<file path="config.mk">
export PLATFORM = sky130hd
export DESIGN_NAME = spi_flat
export DESIGN_NICKNAME = d
export VERILOG_FILES = /design/src/rtl/spi_if.sv /design/src/rtl/spi.sv /design/src/flat_wrapper.sv
export SDC_FILE = /design/constraint.sdc
export NUM_CORES = 1
export LEC_CHECK = 0
export ABC_AREA = 1
export CORE_ASPECT_RATIO = 1.25
export CORE_MARGIN = 2
export CORE_UTILIZATION = 59
export DETAILED_ROUTE_END_ITERATION = 6
export PLACE_DENSITY_LB_ADDON = 0.05
export SKIP_LAST_GASP = 1
export SYNTH_ARGS = -nofsm -noshare
export SYNTH_HDL_FRONTEND = slang
export SYNTH_SLANG_ARGS = --single-unit
</file>
<file path="constraint.sdc">
create_clock -name i_clock -period 5.3 [get_ports i_clock]
set_clock_uncertainty 0.2 [all_clocks]
set_input_delay 1.325 -clock i_clock [delete_from_list [all_inputs] [get_ports i_clock]]
set_output_delay 1.325 -clock i_clock [all_outputs]
set_load 0.05 [all_outputs]
</file>
<file path="src/rtl/spi_if.sv">
// Host-side request/status bundle for the SPI register-write master.
// The slave modport is the SPI block's view; master is the host's view.
interface spi_if;
  logic       i_txBegin;
  logic [6:0] i_txAddress;
  logic [7:0] i_txData;
  logic       o_txBusy;
  logic       o_txDone;
  logic       o_sen;
  logic       o_sck;
  logic       o_sdat;

  modport slave (
    input  i_txBegin, i_txAddress, i_txData,
    output o_txBusy, o_txDone, o_sen, o_sck, o_sdat
  );

  modport master (
    output i_txBegin, i_txAddress, i_txData,
    input  o_txBusy, o_txDone, o_sen, o_sck, o_sdat
  );
endinterface

</file>
<file path="src/rtl/spi.sv">
// SPI write-only master: sends {0, addr[6:0], data[7:0]} MSB first.
// Frame: LEAD (sen low, sck low, one half-period), 16 bits of
// sck high/low half-periods, then a single FINISH cycle with txDone.
// Every output comes straight from a flop.
module spi #(
  parameter int unsigned HALF_PERIOD = 2
) (
  input  logic i_clock,
  input  logic i_reset_n,
  spi_if.slave bus
);

  typedef enum logic [1:0] {IDLE, LEAD, SHIFT, FINISH} state_t;

  localparam logic [7:0] HP_LAST = 8'(HALF_PERIOD - 1);

  state_t      state, stateNext;
  logic [7:0]  cnt, cntNext;
  logic [3:0]  bitCnt, bitCntNext;
  logic [15:0] shreg, shregNext;
  logic        sen, senNext;
  logic        sck, sckNext;
  logic        sdat, sdatNext;
  logic        busy, busyNext;
  logic        done, doneNext;
  logic        halfDone;

  assign halfDone = (cnt == HP_LAST);

  // State, counters, shift register and all outputs; reset aborts any frame.
  always_ff @(posedge i_clock or negedge i_reset_n) begin
    if (!i_reset_n) begin
      state  <= IDLE;
      cnt    <= '0;
      bitCnt <= '0;
      shreg  <= '0;
      sen    <= 1'b1;
      sck    <= 1'b0;
      sdat   <= 1'b0;
      busy   <= 1'b0;
      done   <= 1'b0;
    end else begin
      state  <= stateNext;
      cnt    <= cntNext;
      bitCnt <= bitCntNext;
      shreg  <= shregNext;
      sen    <= senNext;
      sck    <= sckNext;
      sdat   <= sdatNext;
      busy   <= busyNext;
      done   <= doneNext;
    end
  end

  // Next-state and next-output decode; data moves only on sck falling.
  always_comb begin
    stateNext  = state;
    cntNext    = cnt;
    bitCntNext = bitCnt;
    shregNext  = shreg;
    senNext    = sen;
    sckNext    = sck;
    sdatNext   = sdat;
    busyNext   = busy;
    doneNext   = 1'b0;
    case (state)
      IDLE: begin
        senNext    = 1'b1;
        sckNext    = 1'b0;
        sdatNext   = 1'b0;
        busyNext   = 1'b0;
        cntNext    = '0;
        bitCntNext = '0;
        if (bus.i_txBegin) begin
          stateNext = LEAD;
          shregNext = {1'b0, bus.i_txAddress, bus.i_txData};
          sdatNext  = 1'b0;
          senNext   = 1'b0;
          busyNext  = 1'b1;
        end
      end
      LEAD: begin
        // hold the MSB for one half-period ahead of the first rising edge
        sdatNext = shreg[15];
        if (halfDone) begin
          stateNext = SHIFT;
          sckNext   = 1'b1;
          cntNext   = '0;
        end else begin
          cntNext = cnt + 8'd1;
        end
      end
      SHIFT: begin
        if (!halfDone) begin
          cntNext = cnt + 8'd1;
        end else begin
          cntNext = '0;
          if (sck) begin
            sckNext   = 1'b0;
            shregNext = {shreg[14:0], 1'b0};
            sdatNext  = shreg[14];
          end else if (bitCnt == 4'd15) begin
            stateNext = FINISH;
            senNext   = 1'b1;
            sdatNext  = 1'b0;
            busyNext  = 1'b0;
            doneNext  = 1'b1;
          end else begin
            sckNext    = 1'b1;
            bitCntNext = bitCnt + 4'd1;
          end
        end
      end
      FINISH: begin
        // start requests seen here are dropped; IDLE takes the next one
        stateNext = IDLE;
        shregNext = '0;
      end
      default: stateNext = IDLE;
    endcase
  end

  assign bus.o_sen    = sen;
  assign bus.o_sck    = sck;
  assign bus.o_sdat   = sdat;
  assign bus.o_txBusy = busy;
  assign bus.o_txDone = done;

endmodule

</file>
<file path="src/flat_wrapper.sv">
// flat-port wrapper written by rule: the top's interface ports become plain ports
module spi_flat 
#(
  parameter int unsigned HALF_PERIOD = 2
)
  (i_clock, i_reset_n, bus_i_txBegin, bus_i_txAddress, bus_i_txData, bus_o_txBusy, bus_o_txDone, bus_o_sen, bus_o_sck, bus_o_sdat);
  spi_if bus_i ();
  input  logic i_clock;
  input  logic i_reset_n;
  input wire logic [$bits(bus_i.i_txBegin)-1:0] bus_i_txBegin;
  input wire logic [$bits(bus_i.i_txAddress)-1:0] bus_i_txAddress;
  input wire logic [$bits(bus_i.i_txData)-1:0] bus_i_txData;
  output wire logic [$bits(bus_i.o_txBusy)-1:0] bus_o_txBusy;
  output wire logic [$bits(bus_i.o_txDone)-1:0] bus_o_txDone;
  output wire logic [$bits(bus_i.o_sen)-1:0] bus_o_sen;
  output wire logic [$bits(bus_i.o_sck)-1:0] bus_o_sck;
  output wire logic [$bits(bus_i.o_sdat)-1:0] bus_o_sdat;
  assign bus_i.i_txBegin = bus_i_txBegin;
  assign bus_i.i_txAddress = bus_i_txAddress;
  assign bus_i.i_txData = bus_i_txData;
  assign bus_o_txBusy = bus_i.o_txBusy;
  assign bus_o_txDone = bus_i.o_txDone;
  assign bus_o_sen = bus_i.o_sen;
  assign bus_o_sck = bus_i.o_sck;
  assign bus_o_sdat = bus_i.o_sdat;
  spi #(.HALF_PERIOD(HALF_PERIOD)) u_core (.i_clock(i_clock), .i_reset_n(i_reset_n), .bus(bus_i));
endmodule
</file>
==> qor.yml <==
status: "finished clean"
crit_family: "buffers and inverters"
holdBufCountCts: 0
synth_top_cell_by_area: "dfrtp_1"
fin_setup_tns_ns: 0
multi_input_area_um2: 941
swShare_pct: 46.3
cts_root_buf: "clkbuf_8"
met3_length_um: 142
cp.arrival_ns: 1.61
place_inst: 287
yosysWarnings: 0
holdCritStartpoint: "u_core.bus.o_sen"
netlist_area_um2: 1950
htreeDepth: 2
gr-total-overflow: 0
grt_max_degree: 36
rr_startpoint: "u_core.state[0]"
hp-class: "flop to flop"
crit_path_top_delay_cell: "clkdlybuf4s50_1"
synth.distinct_cells: 26
crit_chain: "clkdlybuf4s50_1"
fillers: 263
max_freq_mhz: 319
cellPowerDensity_nw_per_um2: 557
die_area_um2: 3790
vias: 1590
fin_crit_sh_pct: 59.2
seq_area_um2: 877
peakVddDrop_mv: 0.437
rsz0062_at_grt: "no"
path_buf_inv: 1
nets: 283
globalplace.congestion: 0.821
cp-startpoint: "u_core.bus.o_sen"
synth_top_area_share_pct: 43.6
drt_iter0_drc: 36
switchingPower_uw: 582
combinationalPowerShare_pct: 52.1
port_buffers: 22
clk_latency_ns: 0.29
cts_buffer_depth: 2
first_pass_iters: 4
pwr-share-seq_pct: 33.1
crit_fanout: 2
required_ns: 3.77
power.share.clock_pct: 14.8
max_stage_delay_ns: 0.79
syn-num-nets: 259
synthTopCellsByArea: "dfrtp_1 (44%), nand2_1 (13%), o21ai_2 (7.2%)"
slew-limit-headroom_pct: 33.3
rows: 23
drive_gt1_share_pct: 14.0
viasPerCell: 5.39
cts_tree: "yes"
drv_slew: 0
yosysSeqAreaShare_pct: 44.9
clkSinkCount: 35
clkSlewWorstSetupHoldPaths_ns: 0.07
cp-end-kind: "output port"
grt_pass1_wl_um: 6310
timing.final.ws_setup_ns: 2.16
antenna_found_initial: 0
p_int_uw: 674
io_pins: 23
topRoutingLayerUsed: "met4"
die_y_um: 68.3
crit_type: "flop to output port"
route.met2.wl_um: 1780
grtUsageTotal_pct: 21.7
drt_wl_total_um: 3550
n_antenna_cell: 0
hpwl_um: 2520
setup_viol: 0
synth-seq-cells: 35
finalHoldViolCount: 0
period_needed_ns: 3.14
die_x_um: 55.4
maxCapViolCount: 0
tightest_slew_ns: 0.997
core-area_um2: 3190
startpoint_type: "flop"
grt_pass1_vias: 1540
place_ws_ns: 2.38
power_uw: 1260
drc: 0
post-cts-setup-buffers: 0
wl_met1_um: 1560
drtAntennaViolNets: 0
start_util_pct: 61.1
finalNonFillerCells: 295
avgSynthCellArea_um2: 8.38
post_cts_resized: 0
p_leak_uw: 0.00111
synth_cells: 233
cts_buffers: 5
area_delta_synth_final_pct: 15.6
routedWlPerCell_um: 12.0
## sequential cells by signal, summed over array words and instances, names as in the netlist
name / count
u_core.bus.o_txBusy: 1
u_core.bitCnt: 4
u_core.bus.o_sen: 1
u_core.bus.o_txDone: 1
u_core.state: 2
u_core.bus.o_sdat: 1
u_core.bus.o_sck: 1
u_core.shreg: 16
u_core.cnt: 8
## cell families (layout without fill, tap and decap cells)
| family | Yosys count | count (layout) | synth area share (%) |
|---|---|---|---|
| fa+ha+maj | 8 | 8 | 5.13 |
| buf+inv | 28 | 53 | 6.86 |
| flops | 35 | 35 | 44.9 |
| compound gates | 35 | 35 | 13.8 |
| xor+xnor | 5 | 5 | 2.24 |
| simple gates | 122 | 122 | 27.0 |
## layout by cell type (no fill, tap or decap)
cell and count:
nand2_1 70, dfrtp_1 34, clkdlybuf4s50_1 22, nor2_1 19, nand3_1 18, inv_1 17
o21ai_2 16, a22oi_1 14, ha_1 8, inv_2 5, clkbuf_8 5, xor2_1 4
o21ai_0 4, nand4_1 3, nor2_2 2, nand2_2 2, nand3b_1 2, nor3_1 2
clkbuf_1 2, nor4_1 1, or2_2 1, nor3_2 1, nand2_4 1, xnor2_1 1
o21ai_1 1, clkinv_2 1, buf_4 1, dfstp_2 1
## layout make-up
class                           count  share of cell area, %
Multi-Input combinational cell    170                   41.7
Sequential cell                    35                   38.9
Timing Repair Buffer               23                   10.1
Inverter                           22                   3.66
Clock buffer                        7                   3.38
Tap cell                           37                   2.05
Clock inverter                      1                  0.222
## synth_stat cells
library cell	n
o21ai_0	4
dfstp_2	1
nand3_1	18
nor2_1	19
a22oi_1	14
xnor2_1	1
ha_1	8
dfrtp_1	34
o21ai_2	16
nand2_4	1
o21ai_1	1
nand2_2	2
nor4_1	1
buf_6	3
nand4_1	3
nor2_2	2
inv_1	17
nand2_1	70
or2_2	1
buf_4	1
nor3_2	1
xor2_1	4
nor3_1	2
buf_2	2
inv_2	5
nand3b_1	2
## worst reg2reg max path, delay by kind of cell (launching register included)
family	cells	cell delay, ns
adder cells (fa/ha/maj)	1	0.50
flip-flops	1	0.42
AND/OR/NAND/NOR	1	0.89
AO/OA/AOI/OAI	2	0.41
buffers and inverters	1	0.09
## layer usage
| metal | vias up | GRT usage (%) |
|---|---|---|
| li1 | 809 | - |
| met1 | 739 | 23.1 |
| met2 | 35 | 39.7 |
| met3 | 7 | 6.24 |
| met4 | 0 | 10.7 |
| met5 | - | 0 |
## through the flow
step                      cell area, um2  hold WS (ns)  utilization [%]
after global routing                2260         0.304             70.6
after CTS                           2260         0.268             70.6
final                               2260         0.273             70.6
after global placement              2170         0.252             68.1
after floorplan                     1950         0.255                -
after detailed placement            2170         0.258             68.1
## power groups by stage
stage | logic, uW | clock network [uW] | registers [uW]
after floorplan | 536 | 0 | 446
after global placement | 647 | 0 | 420
after detailed placement | 659 | 0 | 420
after global routing | 744 | 200 | 427
after CTS | 664 | 190 | 415
final | 655 | 186 | 415
## final timing paths
kind / to / slack (ns) / cells after the start
max in group asynchronous: u_core.bus.o_sen / 3.33 / 2
hold / removal: u_core.bus.o_sen / 0.27 / 2
min in group asynchronous: u_core.cnt[4] / 1.24 / 2
hold reg to reg: u_core.bus.o_sen / 0.27 / 2
setup / recovery: bus_o_sen / 2.16 / 1
setup reg to reg: u_core.shreg[6] / 2.72 / 5
Note: power is estimated with default switching activity, not from simulation.
